<file path="config.mk">
export PLATFORM = sky130hd
export DESIGN_NAME = alu_exec_seq
export DESIGN_NICKNAME = d
export VERILOG_FILES = /design/src/rtl/alu_exec_seq.sv
export SDC_FILE = /design/constraint.sdc
export NUM_CORES = 1
export LEC_CHECK = 0
export ABC_AREA = 1
export BUFFER_PORTS_ARGS = -buffer_cell sky130_fd_sc_hd__clkbuf_2
export CORE_MARGIN = 2
export CORE_UTILIZATION = 28
export DETAILED_ROUTE_END_ITERATION = 8
export PLACE_DENSITY = 0.56
export RECOVER_POWER = 100
export SLEW_MARGIN = 20
export SYNTH_ARGS = -nofsm -noshare
export SYNTH_HDL_FRONTEND = slang
export SYNTH_SLANG_ARGS = --single-unit
</file>
<file path="constraint.sdc">
create_clock -name clk -period 3.8 [get_ports clk]
set_clock_uncertainty 0.05 [all_clocks]
set_input_delay 0.38 -clock clk [delete_from_list [all_inputs] [get_ports clk]]
set_output_delay 0.38 -clock clk [all_outputs]
set_load 0.01 [all_outputs]
</file>
<file path="src/rtl/alu_exec_seq.sv">
// Multi-cycle RV32I R/I-type executor.
// Walks read -> execute -> writeback against external reg_file / alu_op / alu.
package alu_exec_pkg;
    typedef logic [4:0] regName_t;
    typedef enum logic {TYPE_R = 1'b0, TYPE_I = 1'b1} aluOp_t;
endpackage

module alu_exec_seq
    import alu_exec_pkg::*;
#(
    parameter int DATA_WIDTH = 32
) (
    input  logic                  clk,
    input  logic                  rstN,
    input  logic                  instr_valid,
    input  logic [31:0]           instr,
    output logic                  instr_ready,
    output regName_t              rs1,
    output regName_t              rs2,
    input  logic [DATA_WIDTH-1:0] regA_out,
    input  logic [DATA_WIDTH-1:0] regB_out,
    output regName_t              rd,
    output logic                  wen,
    output logic [DATA_WIDTH-1:0] data_in,
    output aluOp_t                aluOp,
    output logic [6:0]            funct7,
    output logic [2:0]            funct3,
    input  logic                  alu_error,
    output logic [DATA_WIDTH-1:0] bus_a,
    output logic [DATA_WIDTH-1:0] bus_b,
    input  logic [DATA_WIDTH-1:0] alu_out,
    output logic                  done,
    output logic [DATA_WIDTH-1:0] result,
    output logic                  illegal
);

    localparam logic [1:0] S_IDLE = 2'd0;
    localparam logic [1:0] S_READ = 2'd1;
    localparam logic [1:0] S_EXEC = 2'd2;
    localparam logic [1:0] S_WB   = 2'd3;

    localparam logic [6:0] OP_R = 7'h33;
    localparam logic [6:0] OP_I = 7'h13;

    logic [1:0]            state;
    logic                  is_i_q;
    logic [2:0]            f3_q;
    regName_t              rd_q;
    logic [11:0]           hi_q;
    logic                  err_q;
    logic                  bad_q;

    logic                  legal_op;
    logic                  shift_op;
    logic [DATA_WIDTH-1:0] imm;

    assign legal_op = (instr[6:0] == OP_R) || (instr[6:0] == OP_I);
    assign shift_op = (f3_q == 3'd1) || (f3_q == 3'd5);
    assign imm      = {{(DATA_WIDTH-12){hi_q[11]}}, hi_q};

    assign instr_ready = (state == S_IDLE);
    assign done        = (state == S_WB);
    assign wen         = done && (rd != 5'd0) && !err_q && !bad_q;
    assign illegal     = done && (err_q || bad_q);
    assign data_in     = result;

    always_ff @(posedge clk or negedge rstN) begin
        if (!rstN) begin
            state  <= S_IDLE;
            rs1    <= '0;
            rs2    <= '0;
            rd     <= '0;
            funct7 <= '0;
            funct3 <= '0;
            aluOp  <= TYPE_R;
            bus_a  <= '0;
            bus_b  <= '0;
            result <= '0;
            is_i_q <= 1'b0;
            f3_q   <= '0;
            rd_q   <= '0;
            hi_q   <= '0;
            err_q  <= 1'b0;
            bad_q  <= 1'b0;
        end else begin
            unique case (state)
                S_IDLE: begin
                    if (instr_valid) begin
                        is_i_q <= (instr[6:0] == OP_I);
                        f3_q   <= instr[14:12];
                        rd_q   <= instr[11:7];
                        hi_q   <= instr[31:20];
                        err_q  <= 1'b0;
                        bad_q  <= !legal_op;
                        if (legal_op) begin
                            rs1   <= instr[19:15];
                            rs2   <= instr[24:20];
                            state <= S_READ;
                        end else begin
                            // Bad opcode skips straight to retirement, nothing to compute.
                            rd     <= instr[11:7];
                            result <= '0;
                            state  <= S_WB;
                        end
                    end
                end
                S_READ: begin
                    bus_a  <= regA_out;
                    bus_b  <= is_i_q ? imm : regB_out;
                    funct3 <= f3_q;
                    funct7 <= (!is_i_q || shift_op) ? hi_q[11:5] : 7'd0;
                    aluOp  <= is_i_q ? TYPE_I : TYPE_R;
                    state  <= S_EXEC;
                end
                S_EXEC: begin
                    result <= alu_out;
                    err_q  <= alu_error;
                    rd     <= rd_q;
                    state  <= S_WB;
                end
                S_WB: begin
                    state <= S_IDLE;
                end
            endcase
        end
    end

endmodule

</file>
==> results of run 1 <==
-- layout make-up --
cell class | instances | area, um2 | share of cell area (%)
clock buffer | 21 | 450.4 | 5.455
tap | 285 | 356.6 | 4.319
timing repair buffer | 296 | 1311 | 15.88
sequential | 147 | 3679 | 44.55
inverter | 51 | 195.2 | 2.364
multi-input combinational | 499 | 2136 | 25.87
clock inverter | 11 | 128.9 | 1.561
-- layer usage --
metal / vias to the layer above / routed length (um)
li1: 2816 / -
met1: 2623 / 8321
met2: 167 / 8584
met3: 16 / 1131
met4: 0 / 270
met5: - / 0
-- power groups by stage --
stage	Combinational [mW]	Clock, mW	Sequential [mW]
CTS	2.98	1.73	2.70
finish	2.73	1.67	2.69
floorplan	1.74	0	2.93
detailed placement	2.98	0	2.72
global placement	2.93	0	2.70
global route	3.13	1.79	2.79
-- sequential cells by signal, summed over array words and instances (netlist names) --
register  cells
state         2
rd_q          5
bad_q         1
rd            5
f3_q          3
hi_q         12
bus_b        32
rs2           5
rs1           5
funct7        7
err_q         1
bus_a        32
data_in      32
aluOp         1
funct3        3
is_i_q        1
-- how the worst max path moves through the flow --
stage	endpoint	cells past startpoint
finish	rs1[3]	8
global route	rs1[1]	8
CTS	data_in[9]	8
detailed placement	data_in[29]	8
global placement	data_in[23]	8
floorplan	rs1[0]	9
-- stage by stage --
| step | total power, mW | instances |
|---|---|---|
| 2_1_floorplan | 4.676 | 769 |
| 3_3_place_gp | 5.632 | 1277 |
| 3_5_place_dp | 5.697 | 1277 |
| 4_1_cts | 7.412 | 1310 |
| 5_1_grt | 7.706 | 1310 |
| 6_report | 7.095 | 1310 |
-- placed cells by master, fill, tap and decap left out --
master,count
a21oi_1,22
buf_12,1
buf_4,3
bufinv_16,2
clkbuf_1,161
clkbuf_16,17
clkbuf_2,133
clkbuf_8,1
clkinv_1,1
clkinv_2,3
clkinv_4,3
clkinvlp_4,2
dfrtp_1,147
dlygate4sd3_1,1
ha_1,4
inv_1,46
inv_2,2
inv_4,1
inv_6,2
nand2_1,353
nand2_4,2
nand3_1,31
nand3_2,9
nand4_1,2
nor2_1,27
nor2_4,2
nor3_1,1
o211ai_1,1
o21a_1,2
o21ai_0,41
o21bai_1,1
or2_2,1
-- worst min-delay path: stages --
cell	delay, ps
clkbuf_2	70
nand2_1	40
nand2_1	40
-- kinds of logic (layout without fill, tap and decap cells) --
group / Yosys count / count (layout) / synth area share [%]
simple gates: 428 / 428 / 27.04
fa+ha+maj: 4 / 4 / 0.7687
buf+inv: 123 / 379 / 10.40
flops: 147 / 147 / 56.50
compound gates: 67 / 67 / 5.304
==> key figures, run 1 <==
Status
  • Status: finished, violations left
  • Failing checks: capacitance limit, slew limit

Power and ir drop
  • Net Switching: about 3 mW
  • Switching Share: around two fifths
  • Clock power share: between 20% and 30%
  • Maximum vdd drop: 0.2766 mV
  • Lkg Pwr: 4.534 nW
  • Power share of the sequential group: 37.9%
  • Part of the power in combinational logic: approximately two fifths
  • Internal Power: just over 4 mW
  • P per Cell Area: approximately 860 nW/um2

Setup path
  • CP max stage cell: nand2_1
  • WP buf/inv: 3
  • R2r endpoint: rs1[3]
  • CP Launch Point: state[1]
  • Critical Path Fanout Max: 26
  • Origin of the critical flop-to-flop path: state[1]
  • Crit start category: flip-flop
  • CP max stage delay: ~570 ps
  • Reg2reg setup slack: approximately 810 ps
  • Critical Path AT: about 3300 ps
  • R2r worst-path depth: 8
  • WS Path Type: flip-flop to flip-flop
  • Critical path's top delay family: simple AND/OR/NAND/NOR gates
  • CP dominant cell by count: nand2_1
  • CP Capture Type: flip-flop
  • Critical Path, Cell by Cell: inv_1 > ha_1 > nand2_1 > inv_4 > nand4_1 > clkinv_2 > nand2_1 > nand2_1
  • CP Data Required Time: about 4100 ps

Timing
  • Setup TNS: 0 ps
  • RSZ-0062 raised after global routing: no
  • Count of final setup violators: 0
  • Final hold slack: 103.5 ps
  • Highest Clock Rate: between 300 and 400 MHz
  • Final Critical Period: approximately 3000 ps
  • Final hold vios: 0
  • Slew Limit Fails: 78
  • Slew Limit Headroom: -37.09%
  • Crit share post-route: 78.79%
  • Worst Slack Setup Final: between 800 and 900 ps
  • Worst-Margin Slew: 2056 ps

CTS
  • Clock tree buffer depth: 2
  • Cts bufs inserted: 17
  • CTS tree: done
  • H-tree level count: 4
  • Clock root cell: clkbuf_16
  • CTS Sinks: ~150
  • Quantity of gates resized following cts: 0
  • Post-CTS setup buffer count: 0
  • CTS clk-pin slew, worst paths: roughly 70 ps
  • Clk_lat worst skew: slightly above 400 ps
  • Cts hold-fix bufs: 1

Synth
  • Syn Area/Cell: around 8.5 um2
  • Post-synth top flop: dfrtp_1
  • Top cells by area, synth: dfrtp_1 (56%), nand2_1 (20%), buf_4 (4.2%)
  • Distinct cells, synth: 28
  • Post-Syn Area: 6511 um2
  • Dominant cell type by area after synthesis: dfrtp_1
  • Count leader, synth: nand2_1
  • Post-synth top cells: nand2_1 (351), dfrtp_1 (147), inv_1 (47), o21ai_0 (38), buf_4 (36)
  • Ys async rst share: 100.0%
  • YS warnings: 0
  • Sequential element share of the synthesized area: between 50% and 60%
  • Yosys reg bits: about 150
  • Syn_nets: slightly above 900
  • Yosys top cell area share: 56.50%
  • Cells after synthesis: 769
  • Number of flops mapped to enable cells by yosys: 0

Global route
  • Met2 GRT Util: a little under a quarter
  • Vias in the first global route: around 5400
  • Largest net degree at the start of global routing: between 70 and 80
  • First-pass GRT wire length: 28530 um
  • Overall fraction of global-route tracks in use: 14.84%
  • M3 GR Usage: under 10%
  • Grt met1 use: 19.34%
  • Busiest metal layer after global routing: met2
  • Total gr overflow: 0
  • Initial antenna violation count: 0

Finish
  • Final Cell Area: roughly 8300 um2
  • Share of cells above drive strength 1: ~18%
  • ANT cells: 0
  • Fillers: around 2400
  • Layout net count: 1148
  • Final core occ: between 30 and 40%
  • Area growth from synthesis to layout: 26.81%

Routing
  • First-iteration detailed-routing DRC count: between 300 and 400
  • Routed Antenna Nets: 0
  • Final WL: about 18000 um
  • Avg WL per Cell: approximately 14 um
  • Vias per inst: around 4.3
  • Residual DRC: 0
  • DRT Pass-1 Iters: 6
  • Total number of vias: 5622

Placed design
  • Placed Area: 7899 um2
  • Placer Congestion: 0.7800
  • IO buf count: ~290
  • Pre-CTS WS: roughly 1200 ps
  • Post-DP HPWL: about 13000 um

Floorplanning
  • Die height: between 150 and 200 um
  • # IOs: 290
  • Die Footprint: 24490 um2
  • Core Rows: 55
  • Chip Width: approximately 160 um
  • Initial core utilization: 28.67%
  • Area of the core: around 23000 um2

Worst hold path
  • Hold path start: instr[19]
  • Endpoint, Worst Hold: rs1[4]
  • Hold Path Stages: 3
  • Hold Crit Class: input pin to flip-flop

Run
  • Maxcap violations: 1
Note: power is estimated with default switching activity, not from simulation.
==> run 2: changes to the inputs <==
- clock period: 3.8 -> 2.8 ns (I/O delays scaled with it)
==> run 2 against run 1 <==
  * Non-clock buffer count up 20
  * Worst setup slack worse by 310 ps
  * Highest routed layer unchanged
  * The flow still finishes with violations (capacitance limit, slew limit)
  * Final area up 2.0%
  * Sequential power grew 36%
  * Utilization rose by 0.74 points
  * Largest cell class unchanged
  * Critical path depth decreased by 2
==> key figures, run 2 (synthesis gave the netlist of run 1 again) <==
Setup path
  • WS Path Type: flip-flop to flip-flop (unchanged)
  • CP Capture Type: flip-flop (unchanged)
  • Critical path's top delay family: buffers and inverters (was simple AND/OR/NAND/NOR gates)
  • CP max stage delay: 890 ps (was 570 ps)
  • CP dominant cell by count: nand2_1 (unchanged)
  • Crit start category: flip-flop (unchanged)
  • WP buf/inv: 2 (was 3)
  • Critical Path AT: 2550 ps (was 3300 ps)
  • Reg2reg setup slack: 500 ps (was 810 ps)
  • CP Data Required Time: 3050 ps (was 4110 ps)
  • Critical Path, Cell by Cell: inv_1 > ha_1 > nand2_1 > clkbuf_1 > nand2_1 > o21bai_1 (was inv_1 > ha_1 > nand2_1 > inv_4 > nand4_1 > clkinv_2 > nand2_1 > nand2_1)
  • CP max stage cell: clkbuf_1 (was nand2_1)
  • Critical Path Fanout Max: 25 (was 26)

Timing
  • Worst-Margin Slew: 1663 ps (was 2056 ps)
  • Count of final setup violators: 0 (unchanged)
  • Crit share post-route: 82.14% (was 78.79%)
  • RSZ-0062 raised after global routing: no (unchanged)
  • Worst Slack Setup Final: 500.1 ps (was 806.1 ps)
  • Slew Limit Fails: 63 (was 78)
  • Final Critical Period: 2300 ps (was 2994 ps)
  • Final hold vios: 0 (unchanged)
  • Highest Clock Rate: 434.8 MHz (was 334.0 MHz)
  • Setup TNS: 0 ps (unchanged)
  • Slew Limit Headroom: -10.85% (was -37.09%)
  • Final hold slack: 23.62 ps (was 103.5 ps)

Placed design
  • Post-DP HPWL: 12560 um (was 12530 um)
  • Placer Congestion: 0.7899 (was 0.7800)
  • Cells after DPL: 1281 (was 1277)
  • IO buf count: 289 (unchanged)
  • Pre-CTS WS: 622.6 ps (was 1156 ps)

Power and ir drop
  • P per Cell Area: 1128 nW/um2 (was 859.3 nW/um2)
  • Maximum vdd drop: 0.4824 mV (was 0.2766 mV)
  • Lkg Pwr: 4.596 nW (was 4.534 nW)

Global route
  • Initial antenna violation count: 0 (unchanged)
  • Total gr overflow: 0 (unchanged)
  • Largest net degree at the start of global routing: 64 (was 79)
  • First-pass GRT wire length: 28520 um (was 28530 um)
  • Vias in the first global route: 5488 (was 5395)
  • Overall fraction of global-route tracks in use: 14.81% (was 14.84%)

Routing
  • Avg WL per Cell: 13.62 um (was 13.98 um)
  • Vias per inst: 4.246 (was 4.292)
  • Residual DRC: 0 (unchanged)
  • Final WL: 18120 um (was 18310 um)
  • DRT Pass-1 Iters: 4 (was 6)
  • Routed Antenna Nets: 0 (unchanged)
  • Total number of vias: 5647 (was 5622)
  • First-iteration detailed-routing DRC count: 232 (was 367)

Finish
  • Register Area: 3679 um2 (unchanged)
  • Final core occ: 37.10% (was 36.36%)
  • Post-Layout Cell Count: 1330 (was 1310)
  • Most common library cell in the layout ignoring fill and taps: nand2_1 (unchanged)
  • Area of the multi-input gates: 2153 um2 (was 2136 um2)
  • Fillers: 2456 (was 2446)
  • Share of cells above drive strength 1: 18.18% (was 17.95%)
  • Layout net count: 1168 (was 1148)
  • Most frequent cells in the layout: nand2_1 (352), clkbuf_1 (160), dfrtp_1 (147), clkbuf_2 (133), inv_1 (47) (was nand2_1 (353), clkbuf_1 (161), dfrtp_1 (147), clkbuf_2 (133), inv_1 (46))
  • ANT cells: 0 (unchanged)
  • Area growth from synthesis to layout: 29.38% (was 26.81%)

Floorplanning
  • Chip Width: 156.5 um (unchanged)
  • Core Rows: 55 (unchanged)
  • Die Footprint: 24490 um2 (unchanged)
  • Area of the core: 22710 um2 (unchanged)
  • Die height: 156.5 um (unchanged)
  • # IOs: 290 (unchanged)
  • Initial core utilization: 28.67% (unchanged)

CTS
  • CTS Sinks: 147 (unchanged)
  • Clock tree buffer depth: 2 (unchanged)
  • Clock root cell: clkbuf_16 (unchanged)
  • Cts bufs inserted: 17 (unchanged)
  • CTS clk-pin slew, worst paths: 70 ps (about the same)
  • H-tree level count: 4 (unchanged)
  • Clk_lat worst skew: 420 ps (was 410 ps)
  • CTS tree: done (unchanged)

Worst hold path
  • Hold Crit Class: input pin to flip-flop (unchanged)

Run
  • Maxcap violations: 1 (unchanged)

Status
  • Failing checks: capacitance limit, slew limit (unchanged)
  • Status: finished, violations left (unchanged)
-- run 2: cell types whose count changed in the layout (fill, tap and decap cells not counted), moves of 2 or more --
cell / before / now
clkinvlp_4: 2 / 4
inv_6: 2 / 6
dlygate4sd3_1: 1 / 17
bufinv_16: 2 / 0
buf_4: 3 / 5
-- run 2: worst paths after layout --
path,end,start,cells past startpoint
worst min-delay path,bus_a[23],regA_out[23],3
max in group asynchronous,bus_a[8],rstN,3
worst max register to register,state[0],state[0],6
worst max-delay path,state[0],state[0],6
worst min register to register,funct3[2],funct3[2],2
min in group asynchronous,data_in[13],rstN,2
-- run 2: stage by stage --
stage	cell area [um2]	power, mW
floorplan	6511	6.346
global placement	7929	7.664
detailed placement	7929	7.735
CTS	8646	9.943
global route	8424	10.36
finish	8424	9.503
-- run 2: what timing repair did --
action	CTS	global route
gates resized for setup	0	0
hold endpoints to repair	76	0
setup buffers	0	0
hold buffers	17	0
-- run 2: final cells by class --
cell class | count | share of cell area, %
tap | 285 | 4.233
timing repair buffer | 316 | 17.73
inverter | 51 | 2.317
sequential | 147 | 43.67
multi-input combinational | 499 | 25.56
clock inverter | 15 | 1.441
clock buffer | 17 | 5.050
-- run 2: worst reg2reg max path, cell delays in order (launching register included) --
cell,delay (ps)
dfrtp_1,380
inv_1,80
ha_1,220
nand2_1,120
clkbuf_1,890
nand2_1,220
o21bai_1,220
-- run 2: layer usage --
layer / routed length, um / vias to the layer above / global-route usage [%] / share of wire [%]
li1: - / 2856 / - / -
met1: 8157 / 2603 / 19.21 / 45
met2: 8666 / 175 / 23.83 / 48
met3: 1025 / 13 / 4.292 / 5.7
met4: 272 / 0 / 4.762 / 1.5
met5: 0 / - / 0 / 0
-- run 2: power by group --
group          internal [mW]  leakage (nW)  total, mW  switching, mW
logic                   1.20          2.50       3.72           2.52
registers               3.08          1.84       3.65          0.571
clock network           1.15         0.259       2.13          0.979
total                   5.44          4.60       9.50           4.07
==> run 3: changes to the inputs <==
- clock period: 2.8 -> 2.2 ns (I/O delays scaled with it)
==> run 3 against run 2 <==
  * The run now ends clean
  * Critical path depth unchanged
  * Register-to-register slack worse by 160 ps
  * Clock-buffer cell count did not move
  * Via count rose by 7.3%
  * Die area unchanged
  * Critical path type unchanged
  * Maximum frequency increased by 24%
  * Cell count increased by 5.3%
  * Global-route usage grew 0.84 points
==> key figures, run 3 (synthesis gave the netlist of run 1 again) <==
Status
  • Status: finished, final reports clean (was finished, violations left)

Setup path
  • CP Capture Type: flip-flop (unchanged)
  • Critical Path Fanout Max: 12 (was 25)
  • Critical Path AT: 2080 ps (was 2550 ps)
  • Origin of the critical flop-to-flop path: state[0] (unchanged)
  • Crit start category: flip-flop (unchanged)
  • WS Path Type: flip-flop to flip-flop (unchanged)
  • CP Data Required Time: 2430 ps (was 3050 ps)
  • CP Launch Point: state[0] (unchanged)

CTS
  • Cts bufs inserted: 17 (unchanged)
  • Clock root cell: clkbuf_16 (unchanged)
  • H-tree level count: 4 (unchanged)
  • Quantity of gates resized following cts: 0 (unchanged)
  • Clock tree buffer depth: 2 (unchanged)
  • Post-CTS setup buffer count: 0 (unchanged)
  • CTS tree: done (unchanged)
  • Cts hold-fix bufs: 86 (was 17)
  • CTS clk-pin slew, worst paths: 70 ps (about the same)
  • CTS Sinks: 147 (unchanged)
  • Clk_lat worst skew: 420 ps (about the same)

Routing
  • First-iteration detailed-routing DRC count: 277 (was 232)
  • Vias per inst: 4.330 (was 4.246)
  • Total number of vias: 6062 (was 5647)
  • Avg WL per Cell: 13.92 um (was 13.62 um)
  • Final WL: 19480 um (was 18120 um)
  • Residual DRC: 0 (unchanged)
  • Routed Antenna Nets: 0 (unchanged)
  • DRT Pass-1 Iters: 4 (unchanged)

Global route
  • Total gr overflow: 0 (unchanged)
  • Vias in the first global route: 5825 (was 5488)
  • Initial antenna violation count: 0 (unchanged)
  • Largest net degree at the start of global routing: 80 (was 64)
  • First-pass GRT wire length: 30120 um (was 28520 um)
  • Overall fraction of global-route tracks in use: 15.65% (was 14.81%)

Finish
  • Most common library cell in the layout ignoring fill and taps: nand2_1 (unchanged)
  • Area growth from synthesis to layout: 40.20% (was 29.38%)
  • Layout net count: 1238 (was 1168)
  • Final Cell Area: 9129 um2 (was 8424 um2)
  • Post-Layout Cell Count: 1400 (was 1330)
  • ANT cells: 0 (unchanged)
  • Share of cells above drive strength 1: 16.59% (was 18.18%)
  • Most frequent cells in the layout: nand2_1 (352), clkbuf_1 (160), dfrtp_1 (147), clkbuf_2 (133), dlygate4sd3_1 (86) (was nand2_1 (352), clkbuf_1 (160), dfrtp_1 (147), clkbuf_2 (133), inv_1 (47))

Timing
  • Worst-Margin Slew: 1127 ps (was 1663 ps)
  • Slew Limit Headroom: 24.85% (was -10.85%)
  • RSZ-0062 raised after global routing: no (unchanged)
  • Crit share post-route: 84.35% (was 82.14%)
  • Final hold vios: 0 (unchanged)
  • Worst Slack Setup Final: 344.4 ps (was 500.1 ps)
  • Slew Limit Fails: 0 (was 63)
  • Setup TNS: 0 ps (unchanged)
  • Highest Clock Rate: 538.9 MHz (was 434.8 MHz)
  • Final Critical Period: 1856 ps (was 2300 ps)
  • Count of final setup violators: 0 (unchanged)

Floorplanning
  • Chip Width: 156.5 um (unchanged)
  • Die height: 156.5 um (unchanged)
  • # IOs: 290 (unchanged)
  • Initial core utilization: 28.67% (unchanged)
  • Area of the core: 22710 um2 (unchanged)
  • Core Rows: 55 (unchanged)
  • Die Footprint: 24490 um2 (unchanged)

Power and ir drop
  • Maximum vdd drop: 0.6748 mV (was 0.4824 mV)
  • Lkg Pwr: 4.915 nW (was 4.596 nW)
  • P per Cell Area: 1362 nW/um2 (was 1128 nW/um2)
  • Overall power: 12.44 mW (was 9.503 mW)

Worst hold path
  • Hold path start: regB_out[17] (was regA_out[23])
  • Hold Crit Class: input pin to flip-flop (unchanged)

Placed design
  • IO buf count: 289 (unchanged)
  • Post-DP HPWL: 12630 um (was 12560 um)
  • Placer Congestion: 0.7721 (was 0.7899)
  • Pre-CTS WS: 417.5 ps (was 622.6 ps)
  • Placed Area: 7961 um2 (was 7929 um2)
  • Cells after DPL: 1282 (was 1281)

Run
  • Maxcap violations: 0 (was 1)
-- run 3: cell types whose count changed in the layout (fill, tap and decap cells not counted), sizes merged --
cell	delta
clkinv	+3
clkinvlp	-4
dlygate4sd3	+69
buf	-2
inv	+1
clkbuf	+3
-- run 3: worst max-delay path: stages, from the launching register on --
cell,delay [ps]
dfrtp_1,400
inv_1,100
ha_1,200
nand2_1,90
inv_2,210
clkbuf_1,480
o21ai_0,170
-- run 3: layout make-up --
class                   instances  area, um2
clock buffers                  17      425.4
clock inverters                15      165.2
fillers                      2367      13580
inverters                      51      192.7
multi-input cells             499       2118
flip-flops and latches        147       3679
well taps                     285      356.6
repair buffers                386       2192
-- run 3: final timing paths --
check / depth (start not counted) / slack [ps] / to
setup / recovery: 6 / 340 / f3_q[0]
setup reg to reg: 6 / 340 / f3_q[0]
max in group asynchronous: 3 / 670 / funct3[1]
min in group asynchronous: 2 / 80 / data_in[13]
hold / removal: 3 / 20 / bus_b[17]
hold reg to reg: 2 / 420 / bus_a[28]
-- run 3: layer usage --
metal / part of all wire (%) / GRT usage, % / vias up / wire, um
met5: 0 / 0 / - / 0
met4: 2.1 / 6.116 / 0 / 410
met3: 5.5 / 4.043 / 24 / 1064
met2: 49 / 26.12 / 205 / 9485
met1: 44 / 19.41 / 2829 / 8521
li1: - / - / 3004 / -
-- run 3: where the power goes --
part	internal (mW)	total (mW)	switching, mW
Sequential	3.92	4.66	0.744
Clock	1.53	2.91	1.38
Combinational	1.62	4.87	3.25
Total	7.06	12.4	5.38
-- run 3: stage by stage --
step / hold WS, ps / util (%)
6_report: 19.69 / 40.20
5_1_grt: 12.07 / 40.20
4_1_cts: 2.162 / 41.45
3_5_place_dp: -44.04 / 35.06
3_3_place_gp: -44.21 / 35.06
2_1_floorplan: -125.6 / -
